**src/rtl/seg_scan_decoder.sv**
```systemverilog
// rtl/seg_scan_decoder.sv - segment-bus scan receiver that rebuilds four-digit BCD frames
// Optional binary value output enabled by defining SEG_SCAN_BIN_EN.
module seg_scan_decoder #(
    parameter int STABLE_CYCLES = 4
) (
    input  logic        clk,
    input  logic        rst_n,
    input  logic [7:0]  seg_in,
    input  logic [1:0]  sel_in,
    output logic [3:0]  digit0,
    output logic [3:0]  digit1,
    output logic [3:0]  digit2,
    output logic [3:0]  digit3,
    output logic [3:0]  blank_mask,
    output logic        frame_valid,
`ifdef SEG_SCAN_BIN_EN
    output logic [13:0] bin_value,
`endif
    output logic        frame_err
);

    localparam logic [7:0] STABLE_THR = 8'(STABLE_CYCLES);

    logic [7:0]       s_seg;
    logic [1:0]       s_sel;
    logic [7:0]       p_seg;
    logic [1:0]       p_sel;
    logic [7:0]       stab_cnt;
    logic [7:0]       cnt_next;
    logic             sample_diff;
    logic             capture;

    logic [3:0]       seen;
    logic [3:0]       seen_next;
    logic [3:0][3:0]  slot_digit;
    logic [3:0]       slot_blank;
    logic [3:0]       slot_inv;

    logic [3:0][3:0]  m_digit;
    logic [3:0]       m_blank;
    logic [3:0]       m_inv;
    logic [3:0]       dec_digit;
    logic             dec_blank;
    logic             dec_inv;
    logic             frame_done;
    logic             err_next;
    logic             above_blank;

    // Bit 7 (decimal point) is ignored; blank slots decode to 0, invalid ones to F.
    function automatic logic [5:0] decode(input logic [6:0] pat);
        logic [5:0] r;
        r = 6'b000000;
        case (pat)
            7'h7E:   r[3:0] = 4'd0;
            7'h48:   r[3:0] = 4'd1;
            7'h3D:   r[3:0] = 4'd2;
            7'h6D:   r[3:0] = 4'd3;
            7'h4B:   r[3:0] = 4'd4;
            7'h67:   r[3:0] = 4'd5;
            7'h77:   r[3:0] = 4'd6;
            7'h4C:   r[3:0] = 4'd7;
            7'h7F:   r[3:0] = 4'd8;
            7'h6F:   r[3:0] = 4'd9;
            7'h00:   r[5]   = 1'b1;
            default: r      = {1'b0, 1'b1, 4'hF};
        endcase
        return r;
    endfunction

    always_comb begin
        sample_diff = ({s_sel, s_seg} != {p_sel, p_seg});
        if (sample_diff) begin
            cnt_next = 8'd1;
        end else if (stab_cnt == 8'hFF) begin
            cnt_next = 8'hFF;
        end else begin
            cnt_next = stab_cnt + 8'd1;
        end
        // A counter already saturated at the threshold must not fire again.
        capture = (cnt_next == STABLE_THR) && (sample_diff || (stab_cnt != STABLE_THR));
        {dec_blank, dec_inv, dec_digit} = decode(s_seg[6:0]);
    end

    // Slot view including the capture happening this cycle.
    always_comb begin
        m_digit   = slot_digit;
        m_blank   = slot_blank;
        m_inv     = slot_inv;
        seen_next = seen;
        if (capture) begin
            m_digit[s_sel]   = dec_digit;
            m_blank[s_sel]   = dec_blank;
            m_inv[s_sel]     = dec_inv;
            seen_next[s_sel] = 1'b1;
        end
        frame_done = capture && (seen_next == 4'hF);
    end

    always_comb begin
        err_next = (|m_inv) | m_blank[0];
        for (int i = 0; i < 3; i++) begin
            for (int j = i + 1; j < 4; j++) begin
                if (m_blank[i] && !m_blank[j]) begin
                    err_next = 1'b1;
                end
            end
        end
        // A displayed leading zero means the driver failed to blank it.
        for (int n = 1; n < 4; n++) begin
            above_blank = 1'b1;
            for (int k = 3; k > n; k--) begin
                above_blank = above_blank & m_blank[k];
            end
            if (!m_blank[n] && !m_inv[n] && (m_digit[n] == 4'd0) && above_blank) begin
                err_next = 1'b1;
            end
        end
    end

`ifdef SEG_SCAN_BIN_EN
    logic [13:0] bin_next;

    always_comb begin
        if (|m_inv) begin
            bin_next = 14'h3FFF;
        end else begin
            bin_next = 14'(m_digit[3]) * 14'd1000 + 14'(m_digit[2]) * 14'd100
                     + 14'(m_digit[1]) * 14'd10 + 14'(m_digit[0]);
        end
    end

    always_ff @(posedge clk or negedge rst_n) begin
        if (!rst_n) begin
            bin_value <= 14'd0;
        end else if (frame_done) begin
            bin_value <= bin_next;
        end
    end
`endif

    always_ff @(posedge clk or negedge rst_n) begin
        if (!rst_n) begin
            s_seg    <= 8'd0;
            s_sel    <= 2'd0;
            p_seg    <= 8'd0;
            p_sel    <= 2'd0;
            stab_cnt <= 8'd0;
        end else begin
            s_seg    <= seg_in;
            s_sel    <= sel_in;
            p_seg    <= s_seg;
            p_sel    <= s_sel;
            stab_cnt <= cnt_next;
        end
    end

    always_ff @(posedge clk or negedge rst_n) begin
        if (!rst_n) begin
            seen       <= 4'd0;
            slot_digit <= '0;
            slot_blank <= 4'd0;
            slot_inv   <= 4'd0;
        end else begin
            seen       <= frame_done ? 4'd0 : seen_next;
            slot_digit <= m_digit;
            slot_blank <= m_blank;
            slot_inv   <= m_inv;
        end
    end

    always_ff @(posedge clk or negedge rst_n) begin
        if (!rst_n) begin
            digit0      <= 4'd0;
            digit1      <= 4'd0;
            digit2      <= 4'd0;
            digit3      <= 4'd0;
            blank_mask  <= 4'hE;
            frame_valid <= 1'b0;
            frame_err   <= 1'b0;
        end else begin
            frame_valid <= frame_done;
            if (frame_done) begin
                digit0     <= m_digit[0];
                digit1     <= m_digit[1];
                digit2     <= m_digit[2];
                digit3     <= m_digit[3];
                blank_mask <= m_blank;
                frame_err  <= err_next;
            end
        end
    end

endmodule

```
**config.mk**
```make
export PLATFORM = sky130hd
export DESIGN_NAME = seg_scan_decoder
export DESIGN_NICKNAME = d
export VERILOG_FILES = /design/src/rtl/seg_scan_decoder.sv
export SDC_FILE = /design/constraint.sdc
export NUM_CORES = 1
export LEC_CHECK = 0
export BUFFER_PORTS_ARGS = -buffer_cell sky130_fd_sc_hd__buf_4
export CORE_UTILIZATION = 45
export CTS_BUF_LIST = sky130_fd_sc_hd__clkbuf_4 sky130_fd_sc_hd__clkbuf_8
export DETAILED_ROUTE_END_ITERATION = 8
export MAX_ROUTING_LAYER = met4
export PLACE_DENSITY = 0.64
export SLEW_MARGIN = 30
export SYNTH_ARGS = -nofsm -noshare
export SYNTH_HDL_FRONTEND = slang
export SYNTH_SLANG_ARGS = --single-unit
```
**constraint.sdc**
```tcl
create_clock -name clk -period 5.4 [get_ports clk]
set_clock_uncertainty 0.2 [all_clocks]
set_input_delay 1.08 -clock clk [delete_from_list [all_inputs] [get_ports clk]]
set_output_delay 1.08 -clock clk [all_outputs]
set_load 0.1 [all_outputs]
```
Word-level counts from Yosys, hierarchy flattened
Cells that the tools add are included.
W data, S select, Z words.
- bits in registers: 78
- bits of input ports: 12
- output and inout bits: 22
- logic and storage cells: 97
- $add $sub $neg: 1
- order comparisons: 2
- equality and inequality tests: 15
- muxes and demuxes: 26
- bitwise gates (word level): 3
- reductions and logical operators: 31
- operators with widths (operator ; number):
    $eq A7 B7 Y1 const B ; 9
    $pmux W4 S10 ; 1
    $mux W4 ; 5
    $logic_and A1 B1 Y1 ; 17
    $bwmux W16 ; 1
    $mux W16 ; 1
    $mux W8 ; 2
    $logic_not A4 Y1 ; 3
    $mux W1 ; 12
    $reduce_or A11 Y1 ; 1
    $ne A10 B10 Y1 ; 1
    $add A8 B1 Y8 const B ; 1
    $bwmux W4 ; 2
    $demux W4 S2 ; 1
    $eq A8 B3 Y1 const B ; 1
    $eq A8 B8 Y1 const B ; 1
    $ne A8 B3 Y1 const B ; 1
    $eq A7 B6 Y1 const B ; 1
    $logic_not A7 Y1 ; 1
    $logic_not A1 Y1 ; 6
    $eq A4 B4 Y1 const B ; 1
    $or A4 B4 Y4 ; 1
    $reduce_or A4 Y1 ; 1
    $lt A2 B3 Y1 const B ; 1
    6 further kinds ; 6

Logic depth before layout (Yosys ltp)
Gate-level depths: netlist of the first run.
- depth after elaboration: 17
- depth in mapped cells: 12
- depth with buffers taken out: 11

Least setup slack after synthesis of the first run
OpenSTA, ideal clock, no wires.
- kind: register to register
- start: register stab_cnt[0]
- end: register frame_err
- library setup time: 129 ps
- data arrival time: 2625 ps
- required time: 5071 ps
- slack: 2446 ps
- cell stages (with the launch flop): 12
- buffers on the path: 1
- period minus slack after synthesis: 2954 ps
- path through: dfrtp_1 -> inv_1 -> ha_1 -> or3b_1 -> a31oi_1 -> and3_4 -> and4_1 -> buf_6 -> mux2_4 -> or2_4 -> a2111oi_4 -> a21oi_1
- word-level cells in the longest chain between the ends: 17
- elaborated cells on any way between the ends: 49
- classes of those cells: 1 x add/sub; 4 x eq/ne; 15 x mux; 2 x bitwise; 27 x reduce/logical
- RTL lines (what ; RTL line ; RTL):
    start, declared ; 28 ; logic [7:0] stab_cnt;
    start signal, assigned ; 153 ; stab_cnt <= cnt_next;
    $add A8 B1 Y8 or $eq A8 B8 Y1 (tied branches) ; 77, 74 ;
    $mux W8 ; 74 ; end else if (stab_cnt == 8'hFF) begin
    $mux W8 ; 72 ; if (sample_diff) begin
    $eq A8 B3 Y1 ; 80 ; capture = (cnt_next == STABLE_THR) && (sample_diff || (stab_cnt != STABLE_THR));
    $logic_and A1 B1 Y1 * ; 80 ;
    $mux W4 * ; 90 ; if (capture) begin
    named net m_inv[3] ; 41 ; logic [3:0] m_inv;
    $reduce_or A4 Y1 ; 100 ; err_next = (|m_inv) | m_blank[0];
    $or A1 B1 Y1 ; 100 ;
    $mux W1 (6 in a row) ; 103 ; if (m_blank[i] && !m_blank[j]) begin
    $mux W1 (2 in a row) ; 114 ; if (!m_blank[n] && !m_inv[n] && (m_digit[n] == 4'd0) && above_blank) begin
    $mux W1 * ; 114 ;
    end signal, assigned ; 188 ; frame_err <= err_next;
    end, declared ; 19 ; output logic frame_err
Mark *: on every way through the listed nets, which the timed path passes. The rest lies on a longest branch.
A chain may end at the register's enable or synchronous reset.

Worst setup path after layout of the first run
- start: register stab_cnt[0]
- end: register frame_err
- word-level cells in the longest chain between the ends: 17
- elaborated cells on any way between the ends: 49
- classes of those cells: 1 x add/sub; 4 x eq/ne; 15 x mux; 2 x bitwise; 27 x reduce/logical
- RTL lines (what ; RTL line):
    $add A8 B1 Y8 or $eq A8 B8 Y1 (tied branches) ; 77, 74
    $mux W8 ; 74
    $mux W8 ; 72
    $eq A8 B3 Y1 ; 80
    $logic_and A1 B1 Y1 * ; 80
    $mux W4 * ; 90
    named net m_inv[2] ; 41
    $reduce_or A4 Y1 ; 100
    $or A1 B1 Y1 ; 100
    $mux W1 (6 in a row) ; 103
    $mux W1 ; 114
    $mux W1 * (2 in a row) ; 114
Marks and branches as above.

==> impl_metrics.ini, run 1 <==
[sta]
setup_viol = 0
setup_tns_ns = 0
period_needed_ns = 3.33
fmax_ghz = 0.300
tightest_slew_ns = 0.706
drv_slew = 0
relSlewSlack_pct = 52.4
grt_setup_unrepaired = false
finalHoldViolCount = 0
post-route-period-util_pct = 61.8

[cells_and_area]
drive_gt1_share_pct = 26.2
final_common_cell = dfrtp_1
area_growth_pct = 12.2
stdcell_area_sq_um = 4040
diodes = 0
nets = 349
final_cell_mix = 75 x dfrtp_1, 35 x nand2_1, 34 x buf_4

[cts]
cts_root_buf = clkbuf_8
htreeDepth = 3
post_cts_resized = 0
cts_hold_buf = 0
post_cts_buffers = 0
cts_sinks = 78
clock_latency_ns = 0.35
clk_pin_slew_ns = 0.08
clockBufferDepth = 2
cts_tree = built
cts_buffers = 9

[grt]
busiest_layer = met2
met3_usage_pct = 3.94
gr-usage-met2_pct = 25.3
grt_pass1_vias = 2230
grt_max_degree = 79
grt-ovfl-total = 0
grt_first_pass_wirelength_microns = 11200
antenna_found_initial = 0
grt.met1_usage_pct = 25.2
grt_use_total_pct = 18.0

[critical_path]
crit_type = flop to flop
critPathLaunch = stab_cnt[0]$_DFF_PN0_
cp.arrival_ns = 3.37
worstPathRequired_ns = 5.43
critPathMaxFanout = 7
crit_path_end_kind = flop
r2r-end = frame_err$_DFFE_PN0P_
reg2regPathDepth = 10
r2r_slack_ns = 2.07
crit_end = frame_err$_DFFE_PN0P_
r2r_start = stab_cnt[0]$_DFF_PN0_
cp-start-kind = flop

[die]
dieArea_sq_um = 8360
die_x_microns = 91.5
core_sq_um = 7730
row_count = 32
ios = 34
initial_core_util_pct = 46.6
chipHeight_microns = 91.5

[place]
gp_congestion = 0.845
dpl_cell_area_sq_um = 3860
hpwl_microns = 4480
io_buffers = 33

[synthesis]
synth_area_leaders = dfrtp_1 52%, mux2_2 6.3%, nand2_1 3.6%, xnor2_1 2.9%, mux2i_1 2.8%
synth-edff-count = 0
netlist.area_leader.share_pct = 52.1
synth_seq_cells = 78
seq_area_frac_synth_pct = 54.3
async_flop_share_pct = 100
yosys.cell_types.count = 54
synth_top_area_cell = dfrtp_1
avgSynthCellArea_sq_um = 11.8
synth_area_sq_um = 3600
synth_ff_type = dfrtp_1
ys_warn_count = 0
synth_cells = 306
synth_fp_nets = 320

[routing]
drt_iter0_drc = 92
firstDrtPassIters = 4
post_drt_wl_per_cell_microns = 15.1
drtAntennaViolNets = 0
wl_microns = 6680
via_count = 2288
drc = 0
vias_per_cell = 5.18

[flow_run]
maxCapViolCount = 0

[pwr]
p_per_area_nw_per_um2 = 258
finalPower_mw = 1.04
ir_drop_uv = 134
power_leakage_nw = 1.88

[status]
status = finished clean

[hold_path]
min_path_type = flop to flop
==> layer usage <==
metal,wire length (microns),vias to the layer above
li1,-,1122
met1,3360,1115
met2,3000,40
met3,210,11
met4,114,0
met5,0,-
==> synthesized netlist by cell type (all sizes together), types with 3 or more instances <==
cell type	number
nor4	7
nand4	6
buf	16
and3	5
nor3b	4
nand3	3
nor3	6
nand2	35
mux2	26
dfstp	3
inv	12
a31oi	3
and4	4
xnor2	14
nor2b	3
nor2	22
dfrtp	75
mux2i	11
o21ai	13
a21oi	9
==> state kept, by name (all words and copies together), names as in the netlist, 4 cells and up <==
register / flops
blank_mask: 4
seen: 4
stab_cnt: 8
p_seg: 8
slot_inv: 4
digit1: 4
digit2: 4
slot_digit: 16
s_seg: 8
slot_blank: 4
digit3: 4
digit0: 4
==> worst min-delay path by stage <==
stage | startpoint | endpoint | slack, ns | cells after the start
final | s_seg[7]$_DFF_PN0_ | p_seg[7]$_DFF_PN0_ | 0.20 | 0
after global routing | s_seg[7]$_DFF_PN0_ | p_seg[7]$_DFF_PN0_ | 0.22 | 0
after CTS | s_seg[7]$_DFF_PN0_ | p_seg[7]$_DFF_PN0_ | 0.21 | 0
after detailed placement | s_seg[7]$_DFF_PN0_ | p_seg[7]$_DFF_PN0_ | 0.19 | 0
after global placement | s_seg[7]$_DFF_PN0_ | p_seg[7]$_DFF_PN0_ | 0.18 | 0
after floorplan | s_seg[2]$_DFF_PN0_ | p_seg[2]$_DFF_PN0_ | 0.15 | 0
==> critical path: stages (launching register included) <==
cell and delay (ns):
dfrtp_1 0.40, ha_1 0.26, and3_1 0.32, nand3_4 0.11, a2111oi_4 0.41, and4_1 0.49, mux2i_1 0.28, inv_1 0.08
or2_4 0.26, a2111oi_4 0.31, a21oi_1 0.10
==> logic make-up after synthesis <==
kind of cell	synth area share, %
simple gates	17.5
buf+inv	4.97
xor+xnor	4.31
compound gates	6.71
mux	11.5
flops	54.3
fa+ha+maj	0.695
==> stage by stage <==
step / setup WS, ns / instances / util (%) / hold WS (ns)
final: 2.07 / 442 / 52.3 / 0.203
after global routing: 1.85 / 442 / 52.3 / 0.223
after CTS: 2.07 / 442 / 52.2 / 0.209
after detailed placement: 2.09 / 426 / 49.9 / 0.194
after global placement: 2.17 / 426 / 49.9 / 0.180
after floorplan: 2.45 / 306 / - / 0.149
==> final cells by class <==
cell class / instances / area, sq um
Fill cell: 675 / 3690
Inverter: 12 / 45.0
Multi-Input combinational cell: 199 / 1470
Clock inverter: 5 / 33.8
Sequential cell: 78 / 1960
Tap cell: 102 / 128
Clock buffer: 11 / 145
Timing Repair Buffer: 35 / 267
==> report_power, final <==
part / total, mW / internal [mW] / switching [mW] / leakage, nW
logic: 0.0413 / 0.0174 / 0.0239 / 0.760
registers: 0.603 / 0.591 / 0.0121 / 1.03
clock network: 0.397 / 0.185 / 0.213 / 0.0891
total: 1.04 / 0.793 / 0.249 / 1.88
No activity file was read; power rests on OpenSTA's default activity.
==> run 2, diff against run 1 <==
Settings changed: PLACE_DENSITY 0.64 to 0.67.
Clock period 5.4 ns to 2.8 ns, I/O delays scaled along.
==> run 2 against run 1 <==
The run now ends with setup timing left. Final cell count grew 15%. Clock power is 120% higher. Largest cell class unchanged. Worst hold slack lost 0.090 ns. Sequential power is 91% higher. Wire length rose by 14%.
==> impl_metrics.ini, run 2 (synthesized netlist as in run 1, its figures left out) <==
[status]
status = finished, violations left
violations = setup timing

[sta]
drv_slew = 0
setup_viol = 10
relSlewSlack_pct = 60.8
fmax_ghz = 0.337
grt_setup_unrepaired = true
finalHoldViolCount = 0
period_needed_ns = 2.97
tightest_slew_ns = 0.586
fin_hold_ws_ns = 0.113
setup_tns_ns = -1.38
worst_slack_ns = -0.166
post-route-period-util_pct = 106

[place]
dpl_cell_area_sq_um = 4290
io_buffers = 33
placed_cells = 477
gp_congestion = 0.913
hpwl_microns = 5250

[critical_path]
reg2regPathDepth = 11
cp_num_buf_inv = 2
critPathSlowestCell = dfrtp_1
critPathTopFamily = simple AND/OR/NAND/NOR gates
crit_path_end_kind = flop
cp.arrival_ns = 3.04
cp-start-kind = flop
worstPathRequired_ns = 2.88
critPathMaxFanout = 7
crit_type = flop to flop
r2r_slack_ns = -0.17
crit_chain = inv_2 > ha_4 > or3b_1 > a31oi_1 > and3_4 > and4_1 > buf_6 > mux2_2 > nor4_2 > a41oi_1 > a21oi_1
cpPeakStageDelay_ns = 0.41
cp_num_cells = 11

[hold_path]
min_path_type = input pin to flop
holdPathStages = 1

[die]
ios = 34
core_sq_um = 7730
dieArea_sq_um = 8360
row_count = 32
die_x_microns = 91.5
initial_core_util_pct = 46.6
chipHeight_microns = 91.5

[cells_and_area]
drive_gt1_share_pct = 43.3
final_common_cell = buf_4
final_cells = 508
area_growth_pct = 33.5
diodes = 0
nets = 415
final_cell_mix = 88 x buf_4, 75 x dfrtp_1, 33 x nand2_1
largest_register_ffs = 16
stdcell_area_sq_um = 4810
regMostFlops = slot_digit

[routing]
drc = 0
firstDrtPassIters = 5
post_drt_wl_per_cell_microns = 15.0
vias_per_cell = 5.09
wl_microns = 7600
via_count = 2587
drtAntennaViolNets = 0
drt_iter0_drc = 130

[pwr]
p_per_area_nw_per_um2 = 447
power_leakage_nw = 2.28
ir_drop_uv = 336
finalPower_mw = 2.15

[cts]
cts_sinks = 78
htreeDepth = 3
cts_buffers = 9
clockBufferDepth = 2
cts_tree = built
cts_root_buf = clkbuf_8
clock_latency_ns = 0.35
clk_pin_slew_ns = 0.08

[grt]
grt_first_pass_wirelength_microns = 12500
antenna_found_initial = 0
grt_max_degree = 44
grt_pass1_vias = 2577
grt_use_total_pct = 20.0
grt-ovfl-total = 0

[flow_run]
maxCapViolCount = 0
-- run 2: cell count changes in the layout (fill, tap and decap cells not counted), moves of 3 or more --
| cell | previous run | this run |
|---|---|---|
| buf_12 | 0 | 3 |
| buf_4 | 34 | 88 |
| buf_6 | 1 | 8 |
| inv_1 | 12 | 9 |
| inv_2 | 0 | 3 |
| mux2_1 | 4 | 0 |
| mux2_2 | 20 | 14 |
| mux2_4 | 2 | 12 |
| mux2i_1 | 10 | 6 |
| mux2i_4 | 0 | 3 |
| o21ai_0 | 9 | 6 |
-- run 2: power by group --
part	switching (mW)	internal [mW]	leakage (nW)	total, mW
Clock	0.413	0.474	0.103	0.887
Combinational	0.0630	0.0476	1.15	0.111
Sequential	0.0112	1.14	1.03	1.15
Total	0.487	1.66	2.28	2.15
-- run 2: metal layers --
layer,global-route usage [%],wire length (microns)
met1,27.3,3600
met2,29.9,3580
met3,4.27,322
met4,6.35,92
met5,-,0
-- run 2: through the flow --
stage / setup WS [ns] / utilization [%]
CTS: -0.192 / 59.9
global placement: -0.201 / 55.5
floorplan: -0.0533 / -
finish: -0.166 / 62.2
global route: -0.329 / 62.2
detailed placement: -0.265 / 55.5
-- run 2: path summary, 6_finish.rpt --
check / end / start
max: frame_err$_DFFE_PN0P_ / stab_cnt[0]$_DFF_PN0_
min: s_seg[1]$_DFF_PN0_ / seg_in[1]
max reg2reg: frame_err$_DFFE_PN0P_ / stab_cnt[0]$_DFF_PN0_
min reg2reg: p_seg[7]$_DFF_PN0_ / s_seg[7]$_DFF_PN0_
max in group asynchronous: blank_mask[3]$_DFFE_PN1P_ / rst_n
min in group asynchronous: digit1[2]$_DFFE_PN0P_ / rst_n
-- run 2: repair_timing --
item | in CTS | in global routing
buffers inserted | 7 | 8
hold buffers | 1 | 0
gates resized for setup | 16 | 27
setup endpoints to repair | 13 | 41
pin swaps | 4 | 6
gates cloned | 0 | 2
hold endpoints to repair | 33 | 0
-- run 2: final cells by class --
cell class              count  area [sq um]
fillers                   584          2920
repair buffers            101           846
clock inverters             4          53.8
well taps                 102           128
flip-flops and latches     78          1960
clock buffers              12           159
inverters                  12          45.0
multi-input cells         199          1620
==> run 3, diff against run 2 <==
Settings changed: CORE_MARGIN from default to 10.
==> run 3 against run 2 <==
The flow still finishes with violations (setup timing). Clock power shrank 1%. Total power shrank 0.62%. First-iteration DRC count shrank 18%. Flip-flop and latch count is the same. Combinational power is essentially flat. Highest routed layer unchanged. Fmax shrank 1.4%.
==> impl_metrics.ini, run 3 (synthesized netlist as in run 1, its figures left out) <==
[hold_path]
min_path_type = input pin to asynchronous set/reset pin

[critical_path]
crit_type = flop to flop
critPathMaxFanout = 7
critPathSlowestCell = dfrtp_1
crit_path_end_kind = flop
cpPeakStageDelay_ns = 0.42
cp_num_buf_inv = 2
critPathTopFamily = simple AND/OR/NAND/NOR gates
crit_top_cell = a21oi_1
cp.arrival_ns = 3.05
crit_chain = inv_2 > ha_4 > or3b_1 > a31oi_1 > and3_4 > and4_1 > buf_6 > mux2i_4 > a21oi_1 > a2111oi_4 > a21oi_1
cp-start-kind = flop
worstPathRequired_ns = 2.84

[routing]
via_count = 2591
post_drt_wl_per_cell_microns = 15.7
firstDrtPassIters = 4
vias_per_cell = 5.20
drt_iter0_drc = 107
drtAntennaViolNets = 0
drc = 0
wl_microns = 7830

[sta]
finalHoldViolCount = 0
drv_slew = 0
post-route-period-util_pct = 107
period_needed_ns = 3.01
setup_viol = 10
relSlewSlack_pct = 61.6
tightest_slew_ns = 0.574
fmax_ghz = 0.332
grt_setup_unrepaired = true
worst_slack_ns = -0.208

[cts]
cts_sinks = 78
cts_hold_buf = 0
clk_pin_slew_ns = 0.09
cts_buffers = 9
cts_root_buf = clkbuf_8
htreeDepth = 3
clock_latency_ns = 0.35
clockBufferDepth = 2
cts_tree = built

[place]
gp_congestion = 0.871
hpwl_microns = 5500
io_buffers = 33
dpl_cell_area_sq_um = 4280
place_ws_ns = -0.281

[status]
status = finished, violations left
violations = setup timing

[pwr]
p_per_area_nw_per_um2 = 457
ir_drop_uv = 222
power_leakage_nw = 2.22
finalPower_mw = 2.14

[cells_and_area]
drive_gt1_share_pct = 42.2
regMostFlops = slot_digit
largest_register_ffs = 16
stdcell_area_sq_um = 4680
final_common_cell = buf_4
diodes = 0
nets = 405
area_growth_pct = 29.9
final_cell_mix = 84 x buf_4, 75 x dfrtp_1, 35 x nand2_1

[die]
dieArea_sq_um = 12000
core_sq_um = 7770
row_count = 32
chipHeight_microns = 109
ios = 34
initial_core_util_pct = 46.4
die_x_microns = 109

[grt]
grt-ovfl-total = 0
grt_max_degree = 46
grt_pass1_vias = 2650
grt_use_total_pct = 13.9
antenna_found_initial = 0
grt_first_pass_wirelength_microns = 13000

[flow_run]
maxCapViolCount = 0
-- run 3: what timing repair did --
item / in CTS / in global routing
resized for setup: 16 / 16
pin swaps: 3 / 4
setup buffers: 5 / 3
setup endpoints to repair: 14 / 32
-- run 3: stage by stage --
step	util (%)	cells	setup TNS [ns]	hold WS (ns)
6_report	60.2	498	-1.32	0.00575
5_1_grt	60.2	498	-2.41	0.0417
4_1_cts	59.0	495	-1.58	0.0174
3_5_place_dp	55.1	474	-1.90	0.195
3_3_place_gp	55.1	474	-1.24	0.184
2_1_floorplan	-	306	-0.171	0.0644
-- run 3: final cells by class --
type	instances	area, sq um
Timing Repair Buffer	91	744
Multi-Input combinational cell	199	1600
Inverter	12	45.0
Tap cell	102	128
Clock inverter	6	67.6
Clock buffer	10	138
Fill cell	660	3090
Sequential cell	78	1960
-- run 3: worst paths after layout --
check	from	endpoint	slack [ns]	cells after the start
min	rst_n	s_seg[4]$_DFF_PN0_	0.006	1
min in group clk	seg_in[3]	s_seg[3]$_DFF_PN0_	0.11	1
max in group asynchronous	rst_n	blank_mask[3]$_DFFE_PN1P_	1.75	2
max reg2reg	stab_cnt[0]$_DFF_PN0_	frame_err$_DFFE_PN0P_	-0.21	11
max	stab_cnt[0]$_DFF_PN0_	frame_err$_DFFE_PN0P_	-0.21	11
min reg2reg	s_seg[7]$_DFF_PN0_	p_seg[7]$_DFF_PN0_	0.21	0
-- run 3: metal layers --
metal	track usage [%]	share of wire, %	up-vias	routed length, microns
li1	-	-	1240	-
met1	17.6	45	1292	3560
met2	21.7	50	51	3890
met3	2.81	3.7	8	289
met4	5.02	1.2	0	95
met5	-	0	-	0
-- run 3: where the power goes --
| part | internal, mW | total, mW | switching [mW] |
|---|---|---|---|
| clock network | 0.441 | 0.874 | 0.433 |
| registers | 1.14 | 1.15 | 0.0109 |
| logic | 0.0467 | 0.110 | 0.0636 |
